`src/rtl/cam_data_fetch_if.sv`:
```
// ---------------------------------------------------------------------------
// cam_data_fetch_if
// Bundles the request, subarray-bank and readback signals of the CAM read
// fetch engine into one interface.
//   slave  : the fetch engine itself (cam_data_fetch)
//   master : whoever drives requests, models the subarrays and consumes words
// Signals:
//   start, base_row, num_vectors     fetch request
//   read_done_all, rd_data           subarray read strobes and shared read bus
//   chip_enable, rd_row              one-hot subarray select and row address
//   out_data/sub/row/err/valid/ready streamed word with valid/ready handshake
//   busy, done, done_all             progress status and pulses
//   timeout_err                      sticky missing-word flag
// ---------------------------------------------------------------------------
interface cam_data_fetch_if #(
  parameter int NUM_SUB = 16,
  parameter int DATA_W  = 16,
  parameter int ROW_W   = 5
);
  logic               start;
  logic [ROW_W-1:0]   base_row;
  logic [3:0]         num_vectors;
  logic [NUM_SUB-1:0] read_done_all;
  logic [DATA_W-1:0]  rd_data;
  logic [NUM_SUB-1:0] chip_enable;
  logic [ROW_W-1:0]   rd_row;
  logic [DATA_W-1:0]  out_data;
  logic [3:0]         out_sub;
  logic [ROW_W-1:0]   out_row;
  logic               out_err;
  logic               out_valid;
  logic               out_ready;
  logic               busy;
  logic               done;
  logic               done_all;
  logic               timeout_err;

  modport slave (
    input  start, base_row, num_vectors, read_done_all, rd_data, out_ready,
    output chip_enable, rd_row, out_data, out_sub, out_row, out_err,
           out_valid, busy, done, done_all, timeout_err
  );

  modport master (
    output start, base_row, num_vectors, read_done_all, rd_data, out_ready,
    input  chip_enable, rd_row, out_data, out_sub, out_row, out_err,
           out_valid, busy, done, done_all, timeout_err
  );
endinterface

```
`src/rtl/cam_data_fetch.sv`:
```
// ---------------------------------------------------------------------------
// cam_data_fetch
// Read-side fetch engine for the CAM subarray bank. Starting at a row, it
// selects each subarray in turn with a one-hot chip_enable, waits for that
// subarray's read_done, captures the shared read bus and streams the word out
// over valid/ready. A subarray that never answers yields a zero filler word
// flagged with out_err and sets the sticky timeout_err.
// Ports:
//   CLK     clock, rising edge
//   rst     synchronous active-low reset
//   io_bus  cam_data_fetch_if.slave (request, subarray bank, readback side)
// ---------------------------------------------------------------------------
module cam_data_fetch #(
  parameter int NUM_SUB = 16,
  parameter int DATA_W  = 16,
  parameter int ROW_W   = 5,
  parameter int TIMEOUT = 15
) (
  input  logic            CLK,
  input  logic            rst,
  cam_data_fetch_if.slave io_bus
);

  localparam int TMO_W = $clog2(TIMEOUT + 1);

  typedef enum logic [1:0] {
    IDLE,
    WAIT_ACK,
    OUT
  } state_t;

  state_t             r_state, w_state;
  logic [3:0]         r_numVec, w_numVec;
  logic [3:0]         r_rowCnt, w_rowCnt;
  logic [3:0]         r_subIdx, w_subIdx;
  logic [TMO_W-1:0]   r_tmoCnt, w_tmoCnt;
  logic [NUM_SUB-1:0] r_chipEn, w_chipEn;
  logic [ROW_W-1:0]   r_rdRow, w_rdRow;
  logic [DATA_W-1:0]  r_outData, w_outData;
  logic [3:0]         r_outSub, w_outSub;
  logic [ROW_W-1:0]   r_outRow, w_outRow;
  logic               r_outErr, w_outErr;
  logic               r_outValid, w_outValid;
  logic               r_done, w_done;
  logic               r_doneAll, w_doneAll;
  logic               r_tmoErr, w_tmoErr;
  logic               w_ack;

  // State and every output live in this single register bank so all outputs
  // come straight from flops; reset wipes everything, including any word
  // still waiting for the consumer.
  always_ff @(posedge CLK) begin
    if (!rst) begin
      r_state    <= IDLE;
      r_numVec   <= '0;
      r_rowCnt   <= '0;
      r_subIdx   <= '0;
      r_tmoCnt   <= '0;
      r_chipEn   <= '0;
      r_rdRow    <= '0;
      r_outData  <= '0;
      r_outSub   <= '0;
      r_outRow   <= '0;
      r_outErr   <= 1'b0;
      r_outValid <= 1'b0;
      r_done     <= 1'b0;
      r_doneAll  <= 1'b0;
      r_tmoErr   <= 1'b0;
    end else begin
      r_state    <= w_state;
      r_numVec   <= w_numVec;
      r_rowCnt   <= w_rowCnt;
      r_subIdx   <= w_subIdx;
      r_tmoCnt   <= w_tmoCnt;
      r_chipEn   <= w_chipEn;
      r_rdRow    <= w_rdRow;
      r_outData  <= w_outData;
      r_outSub   <= w_outSub;
      r_outRow   <= w_outRow;
      r_outErr   <= w_outErr;
      r_outValid <= w_outValid;
      r_done     <= w_done;
      r_doneAll  <= w_doneAll;
      r_tmoErr   <= w_tmoErr;
    end
  end

  // Next-state logic. Registers hold by default; done/done_all default low
  // so they only ever last one cycle. The timeout counter defaults to zero,
  // so it only grows while a subarray is being waited on and starts fresh on
  // every entry to WAIT_ACK. Only strobes from the currently selected
  // subarray count as an acknowledge. A timeout takes the same path as an
  // acknowledge but substitutes a zero word marked as an error.
  always_comb begin
    w_state    = r_state;
    w_numVec   = r_numVec;
    w_rowCnt   = r_rowCnt;
    w_subIdx   = r_subIdx;
    w_tmoCnt   = '0;
    w_chipEn   = r_chipEn;
    w_rdRow    = r_rdRow;
    w_outData  = r_outData;
    w_outSub   = r_outSub;
    w_outRow   = r_outRow;
    w_outErr   = r_outErr;
    w_outValid = r_outValid;
    w_done     = 1'b0;
    w_doneAll  = 1'b0;
    w_tmoErr   = r_tmoErr;
    w_ack      = |(io_bus.read_done_all & r_chipEn);

    unique case (r_state)
      IDLE: begin
        if (io_bus.start) begin
          w_tmoErr = 1'b0;
          if (io_bus.num_vectors != 4'd0) begin
            w_numVec = io_bus.num_vectors;
            w_rdRow  = io_bus.base_row;
            w_rowCnt = '0;
            w_subIdx = '0;
            w_chipEn = NUM_SUB'(1);
            w_state  = WAIT_ACK;
          end else begin
            w_doneAll = 1'b1;
          end
        end
      end

      WAIT_ACK: begin
        if (w_ack || (r_tmoCnt == TMO_W'(TIMEOUT - 1))) begin
          w_outData  = w_ack ? io_bus.rd_data : '0;
          w_outErr   = !w_ack;
          w_tmoErr   = r_tmoErr | !w_ack;
          w_outSub   = r_subIdx;
          w_outRow   = r_rdRow;
          w_outValid = 1'b1;
          w_chipEn   = '0;
          w_state    = OUT;
        end else begin
          w_tmoCnt = r_tmoCnt + TMO_W'(1);
        end
      end

      OUT: begin
        if (r_outValid && io_bus.out_ready) begin
          w_outValid = 1'b0;
          if (r_subIdx != 4'(NUM_SUB - 1)) begin
            w_subIdx = r_subIdx + 4'd1;
            w_chipEn = NUM_SUB'(1) << (r_subIdx + 4'd1);
            w_state  = WAIT_ACK;
          end else if (r_rowCnt != (r_numVec - 4'd1)) begin
            w_done   = 1'b1;
            w_rowCnt = r_rowCnt + 4'd1;
            w_rdRow  = r_rdRow + ROW_W'(1);
            w_subIdx = '0;
            w_chipEn = NUM_SUB'(1);
            w_state  = WAIT_ACK;
          end else begin
            w_done    = 1'b1;
            w_doneAll = 1'b1;
            w_state   = IDLE;
          end
        end
      end

      default: w_state = IDLE;
    endcase
  end

  assign io_bus.chip_enable = r_chipEn;
  assign io_bus.rd_row      = r_rdRow;
  assign io_bus.out_data    = r_outData;
  assign io_bus.out_sub     = r_outSub;
  assign io_bus.out_row     = r_outRow;
  assign io_bus.out_err     = r_outErr;
  assign io_bus.out_valid   = r_outValid;
  assign io_bus.busy        = (r_state != IDLE);
  assign io_bus.done        = r_done;
  assign io_bus.done_all    = r_doneAll;
  assign io_bus.timeout_err = r_tmoErr;

endmodule
```
`src/flat_wrapper.sv`:
```
// flat-port wrapper written by rule: the top's interface ports become plain ports
module cam_data_fetch_flat 
#(
  parameter int NUM_SUB = 16,
  parameter int DATA_W  = 16,
  parameter int ROW_W   = 5,
  parameter int TIMEOUT = 15
)
  (CLK, rst, io_bus_start, io_bus_base_row, io_bus_num_vectors, io_bus_read_done_all, io_bus_rd_data, io_bus_out_ready, io_bus_chip_enable, io_bus_rd_row, io_bus_out_data, io_bus_out_sub, io_bus_out_row, io_bus_out_err, io_bus_out_valid, io_bus_busy, io_bus_done, io_bus_done_all, io_bus_timeout_err);
  cam_data_fetch_if #(.NUM_SUB(NUM_SUB), .DATA_W(DATA_W), .ROW_W(ROW_W)) io_bus_i ();
  input  logic CLK;
  input  logic rst;
  input wire logic [$bits(io_bus_i.start)-1:0] io_bus_start;
  input wire logic [$bits(io_bus_i.base_row)-1:0] io_bus_base_row;
  input wire logic [$bits(io_bus_i.num_vectors)-1:0] io_bus_num_vectors;
  input wire logic [$bits(io_bus_i.read_done_all)-1:0] io_bus_read_done_all;
  input wire logic [$bits(io_bus_i.rd_data)-1:0] io_bus_rd_data;
  input wire logic [$bits(io_bus_i.out_ready)-1:0] io_bus_out_ready;
  output wire logic [$bits(io_bus_i.chip_enable)-1:0] io_bus_chip_enable;
  output wire logic [$bits(io_bus_i.rd_row)-1:0] io_bus_rd_row;
  output wire logic [$bits(io_bus_i.out_data)-1:0] io_bus_out_data;
  output wire logic [$bits(io_bus_i.out_sub)-1:0] io_bus_out_sub;
  output wire logic [$bits(io_bus_i.out_row)-1:0] io_bus_out_row;
  output wire logic [$bits(io_bus_i.out_err)-1:0] io_bus_out_err;
  output wire logic [$bits(io_bus_i.out_valid)-1:0] io_bus_out_valid;
  output wire logic [$bits(io_bus_i.busy)-1:0] io_bus_busy;
  output wire logic [$bits(io_bus_i.done)-1:0] io_bus_done;
  output wire logic [$bits(io_bus_i.done_all)-1:0] io_bus_done_all;
  output wire logic [$bits(io_bus_i.timeout_err)-1:0] io_bus_timeout_err;
  assign io_bus_i.start = io_bus_start;
  assign io_bus_i.base_row = io_bus_base_row;
  assign io_bus_i.num_vectors = io_bus_num_vectors;
  assign io_bus_i.read_done_all = io_bus_read_done_all;
  assign io_bus_i.rd_data = io_bus_rd_data;
  assign io_bus_i.out_ready = io_bus_out_ready;
  assign io_bus_chip_enable = io_bus_i.chip_enable;
  assign io_bus_rd_row = io_bus_i.rd_row;
  assign io_bus_out_data = io_bus_i.out_data;
  assign io_bus_out_sub = io_bus_i.out_sub;
  assign io_bus_out_row = io_bus_i.out_row;
  assign io_bus_out_err = io_bus_i.out_err;
  assign io_bus_out_valid = io_bus_i.out_valid;
  assign io_bus_busy = io_bus_i.busy;
  assign io_bus_done = io_bus_i.done;
  assign io_bus_done_all = io_bus_i.done_all;
  assign io_bus_timeout_err = io_bus_i.timeout_err;
  cam_data_fetch #(.NUM_SUB(NUM_SUB), .DATA_W(DATA_W), .ROW_W(ROW_W), .TIMEOUT(TIMEOUT)) u_core (.CLK(CLK), .rst(rst), .io_bus(io_bus_i));
endmodule
```
`config.mk`:
```
export PLATFORM = sky130hd
export DESIGN_NAME = cam_data_fetch_flat
export DESIGN_NICKNAME = d
export VERILOG_FILES = /design/src/rtl/cam_data_fetch_if.sv /design/src/rtl/cam_data_fetch.sv /design/src/flat_wrapper.sv
export SDC_FILE = /design/constraint.sdc
export NUM_CORES = 1
export LEC_CHECK = 0
export CAP_MARGIN = 20
export CORE_MARGIN = 1
export CORE_UTILIZATION = 40
export CTS_CLUSTER_DIAMETER = 120
export DETAILED_ROUTE_END_ITERATION = 6
export PLACE_DENSITY_LB_ADDON = 0.1
export SYNTH_ARGS = -nofsm -noshare
export SYNTH_HDL_FRONTEND = slang
export SYNTH_SLANG_ARGS = --single-unit
```
`constraint.sdc`:
```
create_clock -name CLK -period 2.7 [get_ports CLK]
set_input_delay 0.675 -clock CLK [delete_from_list [all_inputs] [get_ports CLK]]
set_output_delay 0.675 -clock CLK [all_outputs]
set_load 0.005 [all_outputs]
```
==> results.tsv <==
metric	value	unit
seq_area_frac_synth	42.59	%
synth_nets	426	
p_leak	1.847	nW
cts.hold.buffers_added	0	
cp_top_family	buffers and inverters	
fp.coreArea	7767	um2
ys_async_sr_fraction	0	%
antenna_found_initial	0	
numCtsBuffers	9	
crit_chain	inv_1, ha_1, inv_1, clkdlybuf4s50_1	
timing.fmax	0.4105	GHz
worstPathArrival	1760	ps
diodes	0	
worstPathRequired	2030	ps
finalHoldViolCount	0	
vias	2947	
crit_path_start	u_core.r_state[0]	
cts_tree	built	
hold_depth	2	
cts_setup_buffers	0	
drcViolationCount	0	
reg2reg_depth	9	
grt_pass1_vias	2912	
grt_usage	20.17	%
boundaryPins	97	
slowest_stage	clkdlybuf4s50_1	
grt_overflow	0	
worstSetupPathType	reg -> out	
crit_buf_inv	3	
ys_seq_elements	69	
cts_max_path_buffers	2	
reg2reg_to	u_core.io_bus.chip_enable[13]	
hp-start	u_core.io_bus.out_err	
numPortBuffers	96	
grt_max_degree	38	
ys_types	48	
cpPeakStageDelay	510	ps
worstSetupEndpointType	primary output	
clock_sinks	69	
synthCells	366	
rsz0062_at_grt	no	
wl_per_cell	13.92	um
drv_slew	0	
dpl_cell_area	4407	um2
rrSetupSlack	570	ps
first_pass_iters	4	
skew	7.620	ps
clkPwrFrac	28.6	%
period_share	90.23	%
htree_levels	3	
final_util	59.81	%
whs	454.8	ps
ir_drop	0.3667	mV
area_growth	43.25	%
postCtsResizedCells	0	
relSlewSlack	66.63	%
fin_nets	529	
p_switching	1.153	mW
syn-cell-area	3243	um2
path_common_cell	inv_1	
startpoint_type	register	
cap_violations	0	
cp_max_fo	7	
gp_congestion	0.7676	
ant_nets	0	
mostFrequentLayoutCells	clkdlybuf4s50_1, dfxtp_1, nor2_1	
powerDensity	762.1	nW/um2
cts_root_buf	clkbuf_8	
synth_edf_count	0	
clkTransAtPathRegs	70	ps
drtIter0Drc	101	
hold-path-endpoint	u_core.io_bus.out_err	
vias_per_cell	5.116	
status	finished clean	
switching_share	32.56	%
design_area	4646	um2
die_area	8472	um2
combPwrFrac	36.1	%
start_util	41.75	%
placementRows	32	
final_layout_size_suffix_gt1_share	8.861	%
tns	0	ps
grt_pass1_wl	13.60	mm
pwr-share-seq	35.2	%
final_common_cell	clkdlybuf4s50_1	
power	3.540	mW
p_int	2.387	mW
die_h	92.05	um
yosys_warnings	0	
clock_latency	350	ps
layout_min_cycle_time	2436	ps
setup_viol	0	
routed_wl	8.019	mm
tightest_slew	496.8	ps
place_hpwl	5.763	mm
rr_startpoint	u_core.r_state[0]	
synth_area_per_cell	8.861	um2
ys.flop_type	dfxtp_1	
hp-class	reg -> reg	
die_w	92.05	um
[through the flow]
stage / std cells / worst slack (ps)
floorplan: 366 / 338.6
detailed placement: 560 / -101.5
CTS: 576 / 244.8
global placement: 560 / -40.26
finish: 576 / 263.8
global route: 576 / 142.5
[synth_stat cells (10+ instances only)]
cell,instances,area (um2)
o21ai_0,13,65.06
clkbuf_1,12,45.04
a22oi_1,20,150.1
inv_1,13,48.80
ha_1,15,187.7
nor2_1,50,187.7
mux2i_1,27,270.3
dfxtp_1,69,1381
a21oi_1,10,50.05
nand2_1,45,168.9
nand3_1,12,60.06
[worst max path at each step]
stage | to | depth (start not counted)
6_report | io_bus_busy | 4
5_1_grt | u_core.io_bus.chip_enable[1] | 8
4_1_cts | io_bus_busy | 4
3_5_place_dp | u_core.io_bus.chip_enable[8] | 8
3_3_place_gp | u_core.io_bus.chip_enable[8] | 8
2_1_floorplan | u_core.io_bus.chip_enable[10] | 8
[worst reg2reg max path, stage by stage, from the launching register on]
cell,delay (ps)
dfxtp_1,420
inv_1,100
ha_1,280
inv_1,120
a21o_1,130
nand2_1,100
o21bai_1,180
or3b_1,400
buf_12,180
mux2i_1,120
[power groups by stage]
stage / combinational (mW) / sequential, mW / clock (mW)
5_1_grt: 1.41 / 1.27 / 1.08
3_3_place_gp: 1.26 / 1.27 / 0
6_report: 1.28 / 1.25 / 1.01
2_1_floorplan: 0.824 / 1.23 / 0
3_5_place_dp: 1.28 / 1.27 / 0
4_1_cts: 1.29 / 1.25 / 1.04
[layer usage]
metal  up-vias  track usage [%]  wire, um  part of all wire [%]
met4         0            7.682       130                   1.6
li1       1489                -         -                     -
met5         -                0         0                     0
met3        12            5.887       541                   6.7
met1      1364            24.88      3679                    46
met2        82            33.08      3667                    46
[layout make-up]
type	instances	area (um2)
Multi-Input combinational cell	263	1710
Timing Repair Buffer	113	1139
Sequential cell	69	1381
Tap cell	102	127.6
Clock inverter	6	111.4
Inverter	13	48.80
Clock buffer	10	127.6
Fill cell	721	3122
[state kept, by name (all words and copies together) (netlist names)]
signal and cells:
u_core.io_bus.chip_enable 16, u_core.io_bus.done 1, u_core.io_bus.done_all 1, u_core.io_bus.out_data 16, u_core.io_bus.out_err 1, u_core.io_bus.out_row 5
u_core.io_bus.out_sub 4, u_core.io_bus.out_valid 1, u_core.io_bus.rd_row 5, u_core.io_bus.timeout_err 1, u_core.r_numVec 4, u_core.r_rowCnt 4
u_core.r_state 2, u_core.r_subIdx 4, u_core.r_tmoCnt 4
[kinds of logic (layout without fill, tap and decap cells)]
group	Yosys count	count (layout)	share of synthesized area, %
AO/OA/AOI/OAI	70	70	15.20
XOR/XNOR	10	10	3.164
adder cells (fa/ha/maj)	15	15	5.787
buffers and inverters	34	142	4.784
flip-flops	69	69	42.59
multiplexers	30	30	9.375
AND/OR/NAND/NOR	138	138	19.10
Power figures use the tool's default switching activity.
